==> config.mk <==
export PLATFORM = sky130hd
export DESIGN_NAME = vga_sync_porch
export DESIGN_NICKNAME = d
export VERILOG_FILES = /design/src/rtl/vga_sync_porch.sv
export SDC_FILE = /design/constraint.sdc
export NUM_CORES = 1
export LEC_CHECK = 0
export CELL_PAD_IN_SITES_DETAIL_PLACEMENT = 1
export CELL_PAD_IN_SITES_GLOBAL_PLACEMENT = 2
export CORE_ASPECT_RATIO = 0.8
export CORE_MARGIN = 2
export CORE_UTILIZATION = 32
export DETAILED_ROUTE_END_ITERATION = 16
export PLACE_DENSITY = 0.83
export SLEW_MARGIN = 20
export SYNTH_ARGS = -nofsm -noshare
export SYNTH_HDL_FRONTEND = slang
export SYNTH_SLANG_ARGS = --single-unit
==> constraint.sdc <==
create_clock -name i_Clk -period 1.9 [get_ports i_Clk]
set_clock_uncertainty 0.05 [all_clocks]
set_input_delay 0.57 -clock i_Clk [delete_from_list [all_inputs] [get_ports i_Clk]]
set_output_delay 0.57 -clock i_Clk [all_outputs]
set_load 0.01 [all_outputs]
==> src/rtl/vga_sync_porch.sv <==
// vga_sync_porch: regenerates VGA HSync/VSync with porches from upstream
// active-area flags, blanks video outside the visible area and tracks
// whether the upstream frame timing is stable (o_Locked).
module vga_sync_porch #(
  parameter int unsigned VIDEO_WIDTH      = 3,
  parameter int unsigned TOTAL_COLS       = 800,
  parameter int unsigned TOTAL_ROWS       = 525,
  parameter int unsigned ACTIVE_COLS      = 640,
  parameter int unsigned ACTIVE_ROWS      = 480,
  parameter int unsigned FRONT_PORCH_HORZ = 18,
  parameter int unsigned BACK_PORCH_HORZ  = 50,
  parameter int unsigned FRONT_PORCH_VERT = 10,
  parameter int unsigned BACK_PORCH_VERT  = 33
) (
  input  logic                   i_Clk,
  input  logic                   i_Rst,
  input  logic                   i_HSync,
  input  logic                   i_VSync,
  input  logic [VIDEO_WIDTH-1:0] i_Red_Video,
  input  logic [VIDEO_WIDTH-1:0] i_Grn_Video,
  input  logic [VIDEO_WIDTH-1:0] i_Blu_Video,
  output logic                   o_HSync,
  output logic                   o_VSync,
  output logic [VIDEO_WIDTH-1:0] o_Red_Video,
  output logic [VIDEO_WIDTH-1:0] o_Grn_Video,
  output logic [VIDEO_WIDTH-1:0] o_Blu_Video,
  output logic                   o_Locked
);

  localparam logic [9:0] COL_LAST  = 10'(TOTAL_COLS - 1);
  localparam logic [9:0] ROW_LAST  = 10'(TOTAL_ROWS - 1);
  localparam logic [9:0] ACT_COLS  = 10'(ACTIVE_COLS);
  localparam logic [9:0] ACT_ROWS  = 10'(ACTIVE_ROWS);
  localparam logic [9:0] HS_START  = 10'(ACTIVE_COLS + FRONT_PORCH_HORZ);
  localparam logic [9:0] HS_END    = 10'(TOTAL_COLS - BACK_PORCH_HORZ - 1);
  localparam logic [9:0] VS_START  = 10'(ACTIVE_ROWS + FRONT_PORCH_VERT);
  localparam logic [9:0] VS_END    = 10'(TOTAL_ROWS - BACK_PORCH_VERT - 1);

  // Lock confidence: number of consecutive VSync edges landing on the
  // natural counter wrap (saturating at LOCKED).
  typedef enum logic [1:0] {
    ACQ0   = 2'd0,
    ACQ1   = 2'd1,
    ACQ2   = 2'd2,
    LOCKED = 2'd3
  } lock_state_t;

  // Edge-detect registers
  logic hs_in_q, vs_in_q;
  logic hs_rise, vs_rise;

  // Stage-1 counters and video
  logic [9:0]             col_q, col_d;
  logic [9:0]             row_q, row_d;
  logic [VIDEO_WIDTH-1:0] red_q, grn_q, blu_q;

  // Lock tracking
  lock_state_t lock_q, lock_d;
  logic        locked_q, locked_d;

  // Output stage
  logic                   hsync_q, hsync_d;
  logic                   vsync_q, vsync_d;
  logic [VIDEO_WIDTH-1:0] red_out_q, red_out_d;
  logic [VIDEO_WIDTH-1:0] grn_out_q, grn_out_d;
  logic [VIDEO_WIDTH-1:0] blu_out_q, blu_out_d;

  logic at_col_end;
  logic aligned;
  logic video_en;

  assign hs_rise    = i_HSync & ~hs_in_q;
  assign vs_rise    = i_VSync & ~vs_in_q;
  assign at_col_end = (col_q == COL_LAST);
  assign aligned    = at_col_end && (row_q == ROW_LAST);

  // Register the raw sync flags for rising-edge detection
  always_ff @(posedge i_Clk or posedge i_Rst) begin
    if (i_Rst) begin
      hs_in_q <= 1'b0;
      vs_in_q <= 1'b0;
    end else begin
      hs_in_q <= i_HSync;
      vs_in_q <= i_VSync;
    end
  end

  // Column/row next state: VSync edge realigns, otherwise free-run with wrap
  always_comb begin
    col_d = col_q;
    row_d = row_q;
    if (vs_rise) begin
      col_d = '0;
      row_d = '0;
    end else if (at_col_end) begin
      col_d = '0;
      if (row_q == ROW_LAST) begin
        row_d = '0;
      end else begin
        row_d = row_q + 10'd1;
      end
    end else begin
      col_d = col_q + 10'd1;
    end
  end

  // Stage-1 counters and one-cycle video delay so video pairs with col/row
  always_ff @(posedge i_Clk or posedge i_Rst) begin
    if (i_Rst) begin
      col_q <= '0;
      row_q <= '0;
      red_q <= '0;
      grn_q <= '0;
      blu_q <= '0;
    end else begin
      col_q <= col_d;
      row_q <= row_d;
      red_q <= i_Red_Video;
      grn_q <= i_Grn_Video;
      blu_q <= i_Blu_Video;
    end
  end

  // Lock state register
  always_ff @(posedge i_Clk or posedge i_Rst) begin
    if (i_Rst) begin
      lock_q   <= ACQ0;
      locked_q <= 1'b0;
    end else begin
      lock_q   <= lock_d;
      locked_q <= locked_d;
    end
  end

  // Lock next state; a VSync edge takes priority over the other rules so a
  // misaligned VSync+HSync pair realigns to ACQ1 instead of dropping to ACQ0
  always_comb begin
    lock_d = lock_q;
    if (vs_rise) begin
      if (aligned) begin
        case (lock_q)
          ACQ0:    lock_d = ACQ1;
          ACQ1:    lock_d = ACQ2;
          ACQ2:    lock_d = LOCKED;
          default: lock_d = LOCKED;
        endcase
      end else begin
        lock_d = ACQ1;
      end
    end else if (aligned) begin
      lock_d = ACQ0;
    end else if (hs_rise && !at_col_end) begin
      lock_d = ACQ0;
    end
    locked_d = (lock_d == LOCKED);
  end

  // Output stage next state: porch-derived syncs and blanked video
  always_comb begin
    hsync_d   = 1'b1;
    vsync_d   = 1'b1;
    red_out_d = '0;
    grn_out_d = '0;
    blu_out_d = '0;
    video_en  = (col_q < ACT_COLS) && (row_q < ACT_ROWS) && locked_q;
    if ((col_q >= HS_START) && (col_q <= HS_END)) begin
      hsync_d = 1'b0;
    end
    if ((row_q >= VS_START) && (row_q <= VS_END)) begin
      vsync_d = 1'b0;
    end
    if (video_en) begin
      red_out_d = red_q;
      grn_out_d = grn_q;
      blu_out_d = blu_q;
    end
  end

  // Output registers driving the VGA pins
  always_ff @(posedge i_Clk or posedge i_Rst) begin
    if (i_Rst) begin
      hsync_q   <= 1'b1;
      vsync_q   <= 1'b1;
      red_out_q <= '0;
      grn_out_q <= '0;
      blu_out_q <= '0;
    end else begin
      hsync_q   <= hsync_d;
      vsync_q   <= vsync_d;
      red_out_q <= red_out_d;
      grn_out_q <= grn_out_d;
      blu_out_q <= blu_out_d;
    end
  end

  assign o_HSync     = hsync_q;
  assign o_VSync     = vsync_q;
  assign o_Red_Video = red_out_q;
  assign o_Grn_Video = grn_out_q;
  assign o_Blu_Video = blu_out_q;
  assign o_Locked    = locked_q;

endmodule

==> results.md <==
* First drt pass iteration count at 4
* WL/cell at between 15 and 20 um
* Layout cells sized above 1 at 25.3%
* Design Power at 1.90 mW
* Met2 wire length at approximately 2700 um
* # DRC at 0
* Vert. Die Dim at 75.9 um
* Critical Path Source Type: flop
* # port buffers at 24
* Nature of the critical path endpoint: flop
* RSZ-0062 raised after global routing: yes
* Mapped Area at 0.00207 mm^2
* Total number of vias at 1653
* Worst-Skew Late Latency at a little over 0.3 ns
* CTS H-tree depth at 2
* R2R Path Start: row_q[1]
* CTS tree: yes
* Initial antenna violation count at 0
* WL final at 5430 um
* Clock sink count at 45
* I/O pins at 25
* Worst slack at placement at -0.320 ns
* Worst Max-Slew Pin Slew at just under 0.5 ns
* VDD IR max at roughly 0.00033 V
* Lkg Pwr at around 1.3 nW
* CTS Root Cell: clkbuf_8
* Drt initial violations at 89
* First-pass GRT wire length at 9520 um
* CP Class: reg2reg
* Post-synthesis instance total at 188
* Crit path required time at about 2 ns
* DRT antenna net count at 0
* Die Wd at 93.9 um
* FF+latch area at about 0.0011 mm^2
* Num CTS Buffers at 5
* Total gr overflow at 0
* Fin worst setup slack at -0.0418 ns
* Hold WC Path Type: reg2reg
* Hold_buf cts at 0
* Critical Path Source: row_q[1]
* Total die area at 0.00713 mm^2
* Fill count at ~740
* Fmax at 0.515 GHz
* Area of the multi-input gates at 931 um^2
* Pin count of the biggest net entering global routing at 20
* Outcome: finished with violations
* Synth cell types at 50
* Final Hold Viols at 0
* Max Root-Sink Buffers at 2
* Vias/cell at 4.96
* PwrDens at 668 mW/mm^2
* CP max FO at 3
* Uppermost layer routed: met4
* Met3 wire len at 218 um
* FF-to-FF End: o_Locked
* GP Congestion at 0.760
* All-Layer GR Usage at 17.3%
* DP HPWL at 3930 um
* Top cell type's share of synthesized area at 52.0%
* Critical path arrival at 2.11 ns
* Relative slew margins at 67.9%
* Area contributors post-synth: dfrtp_1, and2_1, ha_1, dfstp_2, nand3_1
* Fin nets at roughly 270
* Main synth FF type: dfrtp_1
* Post-Syn Nets at approximately 200
* Mapped Avg Cell Area at ~11 um^2
* CP endpoint: o_Locked
* Met1 WL at 2530 um
* Reg clk slew, reported paths at 0.09 ns
* Hold slack at roughly 0.41 ns
* Yosys reg bits at 45
* Failing checks: setup timing
* Max_cap viols at 0
* Starting Density at between 30% and 40%
* Tcrit/Tclk final at 102%
* Antenna diode count at 0
* Total core area at 0.00631 mm^2
* Dominant cell type by area after synthesis: dfrtp_1
* Tmin final at 1.94 ns
* Vias in the first global route at 1771
* R2r setup slk at -0.04 ns
* Final setup fails at 1
* Final Slew Violations at 0
* Synth warn at 0
* Growth of design area from synthesis to finish at 37.4%
* Number of synthesized flops with an enable pin at 0
* Sequential area share after synthesis at 54.5%
* Row count at 26
* Reg2Reg Depth at 6
* Asr flop ratio synth at 100%
power by group:
group / switching [mW] / internal (mW) / leakage [nW]
registers: 0.0531 / 1.00 / 0.589
logic: 0.102 / 0.104 / 0.623
clock network: 0.372 / 0.266 / 0.0447
total: 0.527 / 1.37 / 1.26
worst max-delay path: stages, from the launching register on:
cell and delay, ns:
dfrtp_1 0.39, inv_1 0.08, ha_1 0.15, nor4b_4 0.30, nand3_4 0.11, or4_4 0.53, o32ai_4 0.24
sequential cells by signal (all words and copies together) (netlist names):
name         flops
lock_q           2
hs_in_q          1
o_Locked         1
grn_q            3
o_Red_Video      3
o_HSync          1
col_q           10
o_Grn_Video      3
red_q            3
blu_q            3
vs_in_q          1
o_Blu_Video      3
o_VSync          1
row_q           10
final cells by class:
class / instances / area share, %
clock inverter: 3 / 0.880
tap: 84 / 3.70
clock buffer: 5 / 2.42
inverter: 9 / 1.19
sequential: 45 / 39.7
timing repair buffer: 62 / 19.4
multi-input combinational: 125 / 32.7
cells in the mapped netlist, types with 2 or more instances:
| cell | n |
|---|---|
| o21ai_0 | 8 |
| nor2_1 | 12 |
| nand2b_1 | 2 |
| and3_1 | 2 |
| xnor2_1 | 5 |
| or3_1 | 6 |
| nand2_1 | 8 |
| inv_1 | 9 |
| nor3_1 | 4 |
| dfrtp_1 | 43 |
| dfstp_2 | 2 |
| and4_1 | 2 |
| a21oi_1 | 7 |
| mux2i_1 | 2 |
| nand3_1 | 10 |
| nand4_1 | 6 |
| and3b_1 | 2 |
| a31oi_1 | 2 |
| clkbuf_1 | 5 |
| o2111ai_1 | 2 |
| xor2_1 | 3 |
| buf_2 | 3 |
| and2_1 | 12 |
| ha_1 | 5 |
cell usage in the layout (no fill, tap or decap), types with 3 or more instances in the layout:
master           instances
clkdlybuf4s50_1         22
a21oi_1                  5
nor3_1                   4
buf_4                   35
xor2_1                   3
clkbuf_8                 5
xnor2_1                  5
nor2_1                  12
nand2_1                  8
nand3_1                 10
or3_1                    6
nand4_1                  6
ha_1                     4
dfrtp_1                 43
o21ai_0                  8
and2_1                  12
inv_1                    8
routing by layer:
metal  vias up  global-route usage (%)
li1        789                       -
met1       833                    24.2
met2        29                    27.1
met3         2                    5.27
met4         0                    2.61
met5         -                       0
kinds of logic (layout without fill, tap and decap cells):
kind of cell    Yosys count  in the layout  share of synthesized area [%]
xor+xnor                  8              8                           3.39
simple gates             79             79                           24.2
flops                    45             45                           54.5
buf+inv                  18             79                           3.45
compound gates           31             31                           10.5
fa+ha+maj                 5              5                           3.02
mux                       2              2                          0.967
stage by stage:
step	util (%)	setup TNS, ns	cells	cell area (um^2)
3_5_place_dp	42.0	-3.11	320	2650
3_3_place_gp	42.0	-1.82	320	2650
4_1_cts	44.2	-0.0391	329	2790
2_1_floorplan	-	0	188	2070
6_report	45.1	-0.0418	333	2840
5_1_grt	45.1	-0.784	333	2840
worst min path at each step:
stage	slack [ns]	cells past startpoint	from	to
after global placement	0.38	1	red_q[2]	o_Red_Video[2]
after global routing	0.45	1	blu_q[2]	o_Blu_Video[2]
after detailed placement	0.39	1	red_q[0]	o_Red_Video[0]
after floorplan	0.38	1	blu_q[0]	o_Blu_Video[0]
after CTS	0.42	1	blu_q[2]	o_Blu_Video[2]
final	0.41	1	grn_q[1]	o_Grn_Video[1]
repair_timing:
item	CTS	global route
gates resized for setup	6	8
pin swaps	1	1
setup buffers	1	4
setup endpoints to repair	13	8
Note: power is estimated with default switching activity, not from simulation.
